[config.mk]
export PLATFORM = sky130hd
export DESIGN_NAME = ctrl_frame_transceiver
export DESIGN_NICKNAME = d
export VERILOG_FILES = /design/src/rtl/ctrl_frame_transceiver.sv
export SDC_FILE = /design/constraint.sdc
export NUM_CORES = 1
export LEC_CHECK = 0
export ABC_AREA = 1
export ABC_CLOCK_PERIOD_IN_PS = 3500
export BUFFER_PORTS_ARGS = -buffer_cell sky130_fd_sc_hd__buf_2
export CAP_MARGIN = 30
export CORE_UTILIZATION = 50
export DETAILED_ROUTE_END_ITERATION = 8
export HOLD_SLACK_MARGIN = 0.12
export PLACE_DENSITY = 0.7
export SETUP_SLACK_MARGIN = 0.3
export SLEW_MARGIN = 20
export SYNTH_ARGS = -nofsm -noshare
export SYNTH_HDL_FRONTEND = slang
export SYNTH_SLANG_ARGS = --single-unit
[constraint.sdc]
create_clock -name sys_clk -period 3.5 [get_ports sys_clk]
set_input_delay 0.175 -clock sys_clk [delete_from_list [all_inputs] [get_ports sys_clk]]
set_output_delay 0.175 -clock sys_clk [all_outputs]
set_load 0.005 [all_outputs]
[src/rtl/ctrl_frame_transceiver.sv]
// ctrl_frame_transceiver: serialises a PKT_W-bit control package MSB-first over
// a LANE_W-bit lane with a forced idle gap after every frame, and receives
// DV-framed packages with exact-length checking. Each good received frame is
// compared against the last transmitted snapshot. lb_en feeds the receiver
// from the local transmitter instead of the pins.
module ctrl_frame_transceiver #(
   parameter int PKT_W   = 128,
   parameter int LANE_W  = 2,
   parameter int GAP_CYC = 4
) (
   input  logic              sys_clk,
   input  logic              rst_n,
   input  logic              tx_start,
   input  logic [PKT_W-1:0]  tx_package_i,
   input  logic              lb_en,
   output logic              tx_busy,
   output logic              tx_done,
   output logic [PKT_W-1:0]  rx_package_o,
   output logic              rx_valid,
   output logic              rx_good,
   output logic              rx_err,
   output logic              ctrl_tx_clk,
   output logic              ctrl_rx_clk,
   output logic [LANE_W-1:0] ctrl_tx_data,
   output logic              ctrl_tx_en,
   input  logic [LANE_W-1:0] ctrl_rx_data,
   input  logic              ctrl_rx_dv
);

   localparam int BEATS = PKT_W / LANE_W;
   localparam int CNT_W = $clog2(BEATS + 2);
   localparam int GAP_W = (GAP_CYC > 1) ? $clog2(GAP_CYC) : 1;
   localparam logic [CNT_W-1:0] CNT_LAST = CNT_W'(BEATS - 1);
   localparam logic [CNT_W-1:0] CNT_FULL = CNT_W'(BEATS);
   localparam logic [CNT_W-1:0] CNT_MAX  = CNT_W'(BEATS + 1);
   localparam logic [GAP_W-1:0] GAP_LAST = GAP_W'(GAP_CYC - 1);

   typedef enum logic [1:0] {
      ST_IDLE = 2'd0,
      ST_SEND = 2'd1,
      ST_GAP  = 2'd2
   } tx_state_e;

   // ---------------- TX side ----------------
   tx_state_e          st_q;
   logic [PKT_W-1:0]   tx_snap_q;   // comparison reference, held between frames
   logic [PKT_W-1:0]   tx_sh_q;     // working copy shifted out MSB-first
   logic [CNT_W-1:0]   beat_q;
   logic [GAP_W-1:0]   gap_q;
   logic               tx_en_q;
   logic [LANE_W-1:0]  tx_data_q;
   logic               tx_done_q;
   logic               tx_busy_q;
   logic               tx_accept;

   assign tx_accept = (st_q == ST_IDLE) && tx_start;

   // TX FSM with registered lane outputs; busy lags the state by one cycle
   always_ff @(posedge sys_clk or negedge rst_n) begin
      if (!rst_n) begin
         st_q      <= ST_IDLE;
         tx_snap_q <= '0;
         tx_sh_q   <= '0;
         beat_q    <= '0;
         gap_q     <= '0;
         tx_en_q   <= 1'b0;
         tx_data_q <= '0;
         tx_done_q <= 1'b0;
         tx_busy_q <= 1'b0;
      end else begin
         tx_done_q <= 1'b0;
         tx_busy_q <= (st_q != ST_IDLE);
         case (st_q)
            ST_IDLE: begin
               tx_en_q   <= 1'b0;
               tx_data_q <= '0;
               if (tx_start) begin
                  tx_snap_q <= tx_package_i;
                  tx_sh_q   <= tx_package_i;
                  beat_q    <= '0;
                  st_q      <= ST_SEND;
               end
            end
            ST_SEND: begin
               tx_en_q   <= 1'b1;
               tx_data_q <= tx_sh_q[PKT_W-1 -: LANE_W];
               tx_sh_q   <= tx_sh_q << LANE_W;
               if (beat_q == CNT_LAST) begin
                  gap_q <= '0;
                  st_q  <= ST_GAP;
               end else begin
                  beat_q <= beat_q + 1'b1;
               end
            end
            ST_GAP: begin
               tx_en_q   <= 1'b0;
               tx_data_q <= '0;
               tx_done_q <= (gap_q == '0);
               if (gap_q == GAP_LAST) begin
                  st_q <= ST_IDLE;
               end else begin
                  gap_q <= gap_q + 1'b1;
               end
            end
            default: begin
               st_q    <= ST_IDLE;
               tx_en_q <= 1'b0;
            end
         endcase
      end
   end

   // ---------------- RX side ----------------
   logic               rx_dv_s;
   logic [LANE_W-1:0]  rx_data_s;
   logic               rx_dv_q;
   logic [LANE_W-1:0]  rx_data_q;
   logic [PKT_W-1:0]   rx_sh_q, rx_sh_d;
   logic [CNT_W-1:0]   rx_cnt_q, rx_cnt_d;
   logic [PKT_W-1:0]   rx_pkg_q;
   logic               rx_valid_q;
   logic               rx_err_q;
   logic               rx_good_q;
   logic               frame_end;

   assign rx_dv_s   = lb_en ? tx_en_q   : ctrl_rx_dv;
   assign rx_data_s = lb_en ? tx_data_q : ctrl_rx_data;
   assign frame_end = !rx_dv_q && (rx_cnt_q != '0);

   // Input register stage on the selected lane source
   always_ff @(posedge sys_clk or negedge rst_n) begin
      if (!rst_n) begin
         rx_dv_q   <= 1'b0;
         rx_data_q <= '0;
      end else begin
         rx_dv_q   <= rx_dv_s;
         rx_data_q <= rx_data_s;
      end
   end

   // Shift/count next state; counter saturates so a long frame never wraps to BEATS
   always_comb begin
      rx_sh_d  = rx_sh_q;
      rx_cnt_d = rx_cnt_q;
      if (rx_dv_q) begin
         rx_sh_d = (rx_sh_q << LANE_W) | PKT_W'(rx_data_q);
         if (rx_cnt_q != CNT_MAX) rx_cnt_d = rx_cnt_q + 1'b1;
      end else if (frame_end) begin
         rx_cnt_d = '0;
      end
   end

   // Frame-end evaluation; an accepted tx_start clears rx_good last so it wins
   always_ff @(posedge sys_clk or negedge rst_n) begin
      if (!rst_n) begin
         rx_sh_q    <= '0;
         rx_cnt_q   <= '0;
         rx_pkg_q   <= '0;
         rx_valid_q <= 1'b0;
         rx_err_q   <= 1'b0;
         rx_good_q  <= 1'b0;
      end else begin
         rx_sh_q    <= rx_sh_d;
         rx_cnt_q   <= rx_cnt_d;
         rx_valid_q <= 1'b0;
         rx_err_q   <= 1'b0;
         if (frame_end) begin
            if (rx_cnt_q == CNT_FULL) begin
               rx_pkg_q   <= rx_sh_q;
               rx_valid_q <= 1'b1;
               rx_good_q  <= (rx_sh_q == tx_snap_q);
            end else begin
               rx_err_q  <= 1'b1;
               rx_good_q <= 1'b0;
            end
         end
         if (tx_accept) rx_good_q <= 1'b0;
      end
   end

   assign tx_busy      = tx_busy_q;
   assign tx_done      = tx_done_q;
   assign ctrl_tx_en   = tx_en_q;
   assign ctrl_tx_data = tx_data_q;
   assign ctrl_tx_clk  = sys_clk;
   assign ctrl_rx_clk  = sys_clk;
   assign rx_package_o = rx_pkg_q;
   assign rx_valid     = rx_valid_q;
   assign rx_err       = rx_err_q;
   assign rx_good      = rx_good_q;

endmodule

==> results of run 1 <==
[cell type report]
type | instances | area, sq um
Inverter | 194 | 741
Multi-Input combinational cell | 1611 | 7320
Timing Repair Buffer | 436 | 3090
Antenna cell | 2 | 5.00
Clock inverter | 24 | 274
Fill cell | 3559 | 16000
Tap cell | 585 | 732
Sequential cell | 541 | 13500
Clock buffer | 86 | 1780
[worst paths after layout]
check,start,end,depth (start not counted)
setup reg to reg,st_q[1],tx_snap_q[114],7
hold reg to reg,tx_sh_q[60],tx_sh_q[60],2
setup / recovery,st_q[1],tx_snap_q[114],7
max in group asynchronous,rst_n,rx_package_o[43],4
min in group sys_clk,tx_package_i[65],tx_snap_q[65],4
hold / removal,rst_n,rx_package_o[32],3
[report_power, final]
part	switching [W]	internal (W)
sequential	0.00131	0.00816
combinational	0.00318	0.00222
clock	0.00251	0.00396
total	0.00700	0.0143
[flip-flops by register name, summed over array words and instances (netlist names)]
name and cells:
beat_q 7, ctrl_tx_data 2, ctrl_tx_en 1, gap_q 2, rx_cnt_q 7, rx_data_q 2, rx_dv_q 1, rx_err 1
rx_good 1, rx_package_o 128, rx_sh_q 128, rx_valid 1, st_q 2, tx_busy 1, tx_done 1, tx_sh_q 128
tx_snap_q 128
[cells by family after synthesis]
kind of cell               share of synthesized area (%)
and+or+nand+nor                                     21.0
DFF                                                 60.9
AOI/OAI and AO/OA                                   7.51
buffers and inverters                               6.31
xor gates and xnor gates                            3.90
adders and majority gates                          0.338
muxes                                             0.0506
[per-layer routing]
| layer | up-vias | share of wire [%] |
|---|---|---|
| li1 | 8489 | - |
| met1 | 8540 | 45 |
| met2 | 420 | 47 |
| met3 | 73 | 5.2 |
| met4 | 0 | 2.0 |
| met5 | - | 0 |
[repair_timing]
action / in CTS / in global routing
hold buffers: 145 / 0
resized for setup: 0 / 3
hold endpoints to repair: 662 / 0
setup endpoints to repair: 0 / 2
[worst register-to-register path: stages (launching register included)]
cell,delay (ps)
dfrtp_1,430
inv_2,110
nand3_4,370
clkinv_8,480
buf_4,620
nand2_1,160
nand2_1,90
dlygate4sd3_1,540
[synthesized netlist by cell type, types with 2 or more instances]
library cell	n
a21oi_1	12
buf_1	2
buf_2	51
buf_4	16
buf_6	17
clkbuf_1	27
dfrtp_1	541
ha_1	6
inv_1	190
inv_2	4
nand2_1	951
nand2_2	2
nand3_1	139
nand4_1	11
nor2_1	69
nor2_2	3
nor3_1	5
o211ai_1	4
o21ai_0	184
o21ai_1	110
o21ai_2	8
o22ai_1	4
xnor2_1	63
xor2_1	36
[stage by stage]
step	cells	worst slack, ps	total power, W	hold slack (ps)
detailed placement	3223	795	0.0148	233
floorplan	2459	1460	0.0132	-121
global placement	3223	862	0.0145	231
global route	3478	339	0.0228	159
finish	3479	643	0.0213	162
CTS	3476	321	0.0215	134
==> results_dict.tcl, run 1 <==
set metrics [dict create \
    path_max_fanout 101 \
    post-route-drc-count 0 \
    grt_usage_pct 24.7 \
    synth_top_area_share_pct 60.9 \
    cts_tree "built" \
    startpoint_type "register" \
    grtUsageMet3_pct 4.75 \
    cts.reportedPaths.clkPinSlew_ps 60 \
    fin_crit_ps 2860 \
    drt.antenna.violating_nets 0 \
    grt_pass1_wl_microns 89000 \
    start_util_pct 51.2 \
    cp_top_family "buffers and inverters" \
    fmax_mhz 350 \
    drive_above_1_share_pct 14.4 \
    syn_avg_cell_area_sq_um 9.04 \
    grt_most_used_layer "met2" \
    setup.worst_path.class "register to register" \
    rsz0062_at_grt "false" \
    grt_antenna_before_repair 2 \
    worst_setup_path_end_kind "register" \
    design_area_sq_um 27500 \
    crit_path_frequent_cell "nand2_1" \
    crit_required_ps 4150 \
    drt-initial-drc-count 1406 \
    grt_max_degree 258 \
    final_common_cell "nand2_1" \
    hold_viol 0 \
    outcome "finished, final reports clean" \
    grt-ovfl-total 0 \
    met1_usage_pct 34.0 \
    grt_pass1_vias 17600 \
    layout_common_cells "951 x nand2_1, 540 x dfrtp_1, 271 x buf_2, 190 x inv_1, 184 x o21ai_0" \
    ys_seq_elements 541 \
    vias 17500 \
    grtUsageMet2_pct 39.9 \
    final_nets 2987 \
    worst_hold_path_type "input pin to asynchronous set/reset pin" \
    drt-pass1-iter-count 5 \
    syn-num-nets 2600 \
    setup_tns_ps 0 \
    gp_congestion 0.825 \
    avgViaCountPerCell 5.04 \
    irDropWorstVdd_v 0.000561 \
    routedWlPerCell_microns 15.6 \
    worst_pin_slew_ps 999 \
    yosysTopAreaCell "dfrtp_1" \
    synth.area.top_cells "dfrtp_1 61%, nand2_1 16%, o21ai_0 4.1%" \
    powerDensity_nw_per_um2 776 \
    syn_inst 2459 \
    synth_warnings 0 \
    routed_wl_microns 54100 \
    post_cts_buffers 0 \
    path_cells "inv_2, nand3_4, clkinv_8, buf_4, nand2_1, nand2_1, dlygate4sd3_1" \
    relSlewSlack_pct 33.4 \
    ys.flop_type "dfrtp_1" \
    slowest_delay_ps 610 \
    synth_cell_types 28 \
    finClkSkew_ps 16.7 \
    cap_violations 0 \
    netlist_area_sq_um 22200 \
    ys_seq_area_share_pct 60.9 \
    path_buf_inv 4 \
    drv_slew 0 \
    r2r_slack_ps 640 \
    dieArea_sq_um 45300 \
    dieWidth_microns 213 \
    core_sq_um 43500 \
    row_count 76 \
    setup_viol 0 \
    final_core_util_pct 63.2 \
    place_area_sq_um 23900 \
    synth_edf_count 0 \
    crit_path_top_delay_cell "buf_4" \
    syn_to_final_growth_pct 23.6 \
    clk-insertion-delay-late_ps 720 \
    ys_async_sr_fraction_pct 100 \
    die_h_microns 213 \
    p_leak_nw 13.8 \
    place_hpwl_microns 34900 \
    finalCritPeriodShare_pct 81.6 \
    portBuffers 272 \
    io_pins 273 \
    arrival_ps 3510 \
]
No activity file was read; power rests on OpenSTA's default activity.
==> run 2: changes to the inputs <==
ABC_CLOCK_PERIOD_IN_PS = 2350   (was 3500)
PLACE_DENSITY = 0.73   (was 0.7)
clock period = 2.35 ns   (was 3.5 ns; I/O delays follow)
==> run 2 against run 1 <==
First-iteration DRC count increased by 6.6%. Total power increased by 47%. Critical path type unchanged. Global-route usage increased by 1.0 points.
==> results_dict.tcl, run 2 (synthesis results as in run 1) <==
set metrics [dict create \
    core_sq_um 43500 \
    grt_antenna_before_repair 2 \
    drt-pass1-iter-count 5 \
    routed_wl_microns 56500 \
    dieArea_sq_um 45300 \
    routedWlPerCell_microns 16.3 \
    cts_tree "built" \
    grt_max_degree 258 \
    place_hpwl_microns 35400 \
    post-route-drc-count 0 \
    path_max_fanout 129 \
    rsz0062_at_grt "false" \
    irDropWorstVdd_v 0.000623 \
    wl_met3_microns 3030 \
    row_count 76 \
    wl_met1_microns 24500 \
    io_pins 273 \
    arrival_ps 2520 \
    start_util_pct 51.2 \
    fillCellCount 3531 \
    finClkSkew_ps 22.3 \
    layout_common_cells "951 x nand2_1, 540 x dfrtp_1, 271 x buf_2, 190 x inv_1, 184 x o21ai_0" \
    register_area_sq_um 13500 \
    gp_congestion 0.821 \
    cap_violations 0 \
    clk-insertion-delay-late_ps 700 \
    preCtsSetupSlack_ps 240 \
    vias 17800 \
    final_common_cell "nand2_1" \
    drive_above_1_share_pct 14.1 \
    setup.worst_path.class "register to register" \
    grt_pass1_wl_microns 92000 \
    drv_slew 0 \
    drt.antenna.violating_nets 0 \
    die_h_microns 213 \
    powerDensity_nw_per_um2 1140 \
    cts.reportedPaths.clkPinSlew_ps 60 \
    grt-ovfl-total 0 \
    routed.top_layer "met4" \
    fmax_mhz 505 \
    p_leak_nw 13.7 \
    outcome "finished, final reports clean" \
    regToRegStartpoint "rx_cnt_q[0]" \
    worst_pin_slew_ps 1190 \
    portBuffers 272 \
    hold-worst-slack_ps 195 \
    fin_crit_ps 1980 \
    min_to "tx_snap_q[36]" \
    worst_hold_path_type "input pin to register" \
    crit_required_ps 2890 \
    r2r_slack_ps 370 \
    finalPower_w 0.0313 \
    dr_wl_met2_microns 27200 \
    final_core_util_pct 63.1 \
    avgViaCountPerCell 5.12 \
    rr_endpoint "rx_package_o[61]" \
    multiInputGateArea_sq_um 7320 \
    hold_viol 0 \
    grt_usage_pct 25.8 \
    worst_setup_path_end_kind "register" \
    grt_pass1_vias 18300 \
    dieWidth_microns 213 \
    syn_to_final_growth_pct 23.4 \
    drt-initial-drc-count 1499 \
    startpoint_type "register" \
    final_nets 2987 \
    r2r_cells 8 \
    setup_tns_ps 0 \
    finalCritPeriodShare_pct 84.2 \
    hold_start "tx_package_i[36]" \
    timing.final.ws_setup_ps 370 \
    setup_viol 0 \
    relSlewSlack_pct 20.6 \
    hold_depth 4 \
]
[run 2: cell count changes in the layout (fill, tap and decap cells not counted)]
cell	before	now
buf_12	8	13
buf_16	1	3
buf_4	13	10
buf_6	0	1
bufinv_16	6	3
clkbuf_1	7	14
clkbuf_16	61	58
clkbuf_8	16	17
clkinv_2	17	8
dlygate4sd3_1	144	141
nor2_2	2	1
nor2_4	2	3
[run 2: repair_timing]
item,in CTS,in global routing
endpoints found under the hold margin,803,0
resized for setup,1,4
cloned,1,0
endpoints found under the setup margin,75,27
hold buffers,141,0
setup buffers,0,0
[run 2: area by class of cell]
type / instances / share of cell area [%]
flip-flops and latches: 541 / 49.4
repair buffers: 438 / 11.7
inverters: 194 / 2.67
clock inverters: 12 / 0.534
diodes: 2 / 0.0182
multi-input cells: 1611 / 26.7
clock buffers: 91 / 6.37
well taps: 585 / 2.67
[run 2: where the power goes]
group          internal [W]  leakage (nW)  switching [W]
Combinational       0.00329          5.69        0.00484
Clock               0.00540         0.942        0.00364
Sequential           0.0122          7.06        0.00195
[run 2: how the worst max path moves through the flow]
stage,startpoint,to,slack (ps),cells after the start
final,rx_cnt_q[0],rx_package_o[61],370,8
after global routing,rx_dv_q,rx_cnt_q[0],330,5
after CTS,rx_cnt_q[0],rx_package_o[5],410,8
after detailed placement,rx_cnt_q[0],rx_package_o[58],240,8
after global placement,rx_cnt_q[0],rx_package_o[58],350,8
after floorplan,rx_cnt_q[0],rx_package_o[118],880,9
[run 2: per-stage QoR]
step	instances	cell area (sq um)
floorplan	2459	22200
global placement	3229	24100
detailed placement	3229	24100
CTS	3472	27400
global route	3474	27400
finish	3474	27400
[run 2: per-layer routing]
metal	vias to the layer above	global-route usage, %
met1	8668	34.0
met3	115	4.35
met5	-	0
li1	8486	-
met4	0	10.6
met2	520	42.4
[run 2: worst max-delay path, stage by stage, from the launching register on]
cell,delay (ps)
dfrtp_1,410
inv_1,120
ha_1,160
nand2_1,100
nor2_4,210
nand2_8,90
buf_16,230
nand2_1,220
o21ai_2,90
==> run 3: changes to the inputs <==
ABC_CLOCK_PERIOD_IN_PS = 1620   (was 2350)
clock period = 1.62 ns   (was 2.35 ns; I/O delays follow)
==> run 3 against run 2 <==
The run now ends with design-rule violations, negative setup slack left. Fmax up 13%. Combinational power rose to 2.8 times the previous value. Final cell count up 6.5%. Sequential share of layout area down 10 points. Register-to-register slack worse by 500 ps. Clock power up 52%. Global-route usage up 7.9 points. Total power up 85%. Utilization up 16 points. Critical path depth up 1. Wire length up 58%.
==> results_dict.tcl, run 3 (synthesis results as in run 1) <==
set metrics [dict create \
    slowest_delay_ps 440 \
    post-route-drc-count 1 \
    drive_above_1_share_pct 35.6 \
    hold_start "tx_package_i[42]" \
    crit_path_top_delay_cell "dfrtp_1" \
    met1_usage_pct 41.5 \
    rr_endpoint "rx_good" \
    dp.cells 3264 \
    grt_pass1_vias 21100 \
    crit_required_ps 2290 \
    drv_slew 0 \
    outcome "complete, but fails checks" \
    crit_cells 9 \
    clk-insertion-delay-late_ps 760 \
    fmax_mhz 572 \
    finalCritPeriodShare_pct 108 \
    p_seq_share_pct 37.6 \
    row_count 76 \
    crit_path_frequent_cell "nand2_1" \
    gp_congestion 0.838 \
    place_hpwl_microns 36600 \
    finClkSkew_ps 47.2 \
    path_buf_inv 0 \
    hold-worst-slack_ps 135 \
    grtUsageMet2_pct 56.6 \
    grt_most_used_layer "met2" \
    design_area_sq_um 34400 \
    worst_setup_path_end_kind "register" \
    path_cells "xnor2_2, nand2_1, nor2_2, nand2_1, nor2_4, nand2_1, nor2_2, nand3_1, nand2_1" \
    syn_to_final_growth_pct 54.5 \
    hold_depth 4 \
    core_sq_um 43500 \
    startpoint_type "register" \
    fin_crit_ps 1750 \
    worst_pin_slew_ps 429 \
    grtUsageMet3_pct 5.77 \
    worst_hold_path_type "input pin to register" \
    dieArea_sq_um 45300 \
    drt-initial-drc-count 2167 \
    cts_tree "built" \
    cts.reportedPaths.clkPinSlew_ps 70 \
    place_area_sq_um 24500 \
    p_int_w 0.0357 \
    instances_no_fill 3701 \
    arrival_ps 2420 \
    grt-ovfl-total 0 \
    r2r_slack_ps -130 \
    final_nets 3216 \
    power.switching_w 0.0222 \
    grt_pass1_wl_microns 116000 \
    path_max_fanout 2 \
    die_h_microns 213 \
    critPathLaunch "tx_snap_q[116]" \
    dieWidth_microns 213 \
    cp_top_family "simple AND/OR/NAND/NOR gates" \
    start_util_pct 51.2 \
    fillCellCount 2288 \
    routed_wl_microns 89200 \
    io_pins 273 \
    finalPower_w 0.0579 \
    r2r_cells 9 \
    final_core_util_pct 79.1 \
    timing.final.ws_setup_ps -127 \
    violations "design-rule violations, negative setup slack" \
    drt.antenna.violating_nets 0 \
    portBuffers 272 \
    drt-pass1-iter-count 9 \
    hold_viol 0 \
    avgViaCountPerCell 5.80 \
    p_clk_share_pct 23.6 \
    final_common_cell "nand2_1" \
    comb_power_share_pct 38.8 \
    regToRegStartpoint "tx_snap_q[116]" \
    setup_viol 23 \
    p_leak_nw 17.6 \
    relSlewSlack_pct 71.4 \
    grt_max_degree 97 \
    setup.worst_path.class "register to register" \
    min_to "tx_snap_q[42]" \
    vias 21500 \
    rsz0062_at_grt "true" \
    swShare_pct 38.3 \
    grt_usage_pct 33.7 \
    layout_common_cells "633 x nand2_1, 540 x dfrtp_1, 271 x buf_2, 188 x nand2_4, 183 x inv_1" \
    grt_antenna_before_repair 3 \
    cap_violations 0 \
    powerDensity_nw_per_um2 1680 \
    irDropWorstVdd_v 0.00115 \
    routedWlPerCell_microns 24.1 \
]
## run 3: changes by cell type in the layout (fill, tap and decap cells not counted), moves of 44 or more
| cell | change |
|---|---|
| nand2_1 | -318 |
| nand2_4 | +188 |
| nand2_2 | +109 |
| nand3_1 | -108 |
| nand3_2 | +107 |
| buf_16 | +61 |
| o21ai_2 | +58 |
| buf_4 | +44 |
## run 3: final cells by class
type                       instances  area [sq um]  area share, %
timing repair buffer             665          7130           20.8
antenna                            2          5.00         0.0146
multi-input combinational       1612         10300           29.9
sequential                       541         13500           39.4
tap                              585           732           2.13
inverter                         194           756           2.20
clock buffer                      81          1660           4.84
clock inverter                    21           255          0.743
## run 3: worst max-delay path by stage
stage                     slack, ps               end
after floorplan                 270  rx_package_o[60]
after global placement         -170           rx_good
after detailed placement       -150           rx_good
after CTS                         2  rx_package_o[70]
after global routing           -200           rx_good
final                          -130           rx_good
## run 3: worst reg2reg max path, cell delays in order (launching register included)
cell and delay, ps:
dfrtp_1 440, xnor2_2 320, nand2_1 150, nor2_2 140
nand2_1 120, nor2_4 170, nand2_1 90, nor2_2 90
nand3_1 80, nand2_1 60
## run 3: power by group through the flow
stage	clock network (W)	logic [W]	registers [W]
final	0.0137	0.0225	0.0217
after global routing	0.0142	0.0239	0.0220
after CTS	0.0135	0.0187	0.0210
after detailed placement	0.0000536	0.0118	0.0206
after global placement	0.0000536	0.0113	0.0204
after floorplan	0.0000800	0.00876	0.0199
## run 3: metrics by stage
stage | TNS (ps) | worst slack (ps)
final | -617 | -127
after detailed placement | -1480 | -146
after global routing | -4940 | -195
after floorplan | 0 | 274
after CTS | 0 | 1.98
after global placement | -181 | -169
## run 3: what timing repair did
item | in CTS | in global routing
hold buffers | 182 | 0
setup buffers | 57 | 14
endpoints found under the setup margin | 559 | 569
hold endpoints to repair | 801 | 0
gates cloned | 58 | 24
pin swaps | 21 | 39
gates resized for setup | 521 | 392
## run 3: per-layer routing
layer	up-vias	share of wire (%)	wire length (microns)
met5	-	0.045	40
met3	530	8.9	7920
met1	10500	35	31100
li1	8986	-	-
met2	1427	48	42800
met4	6	8.3	7360
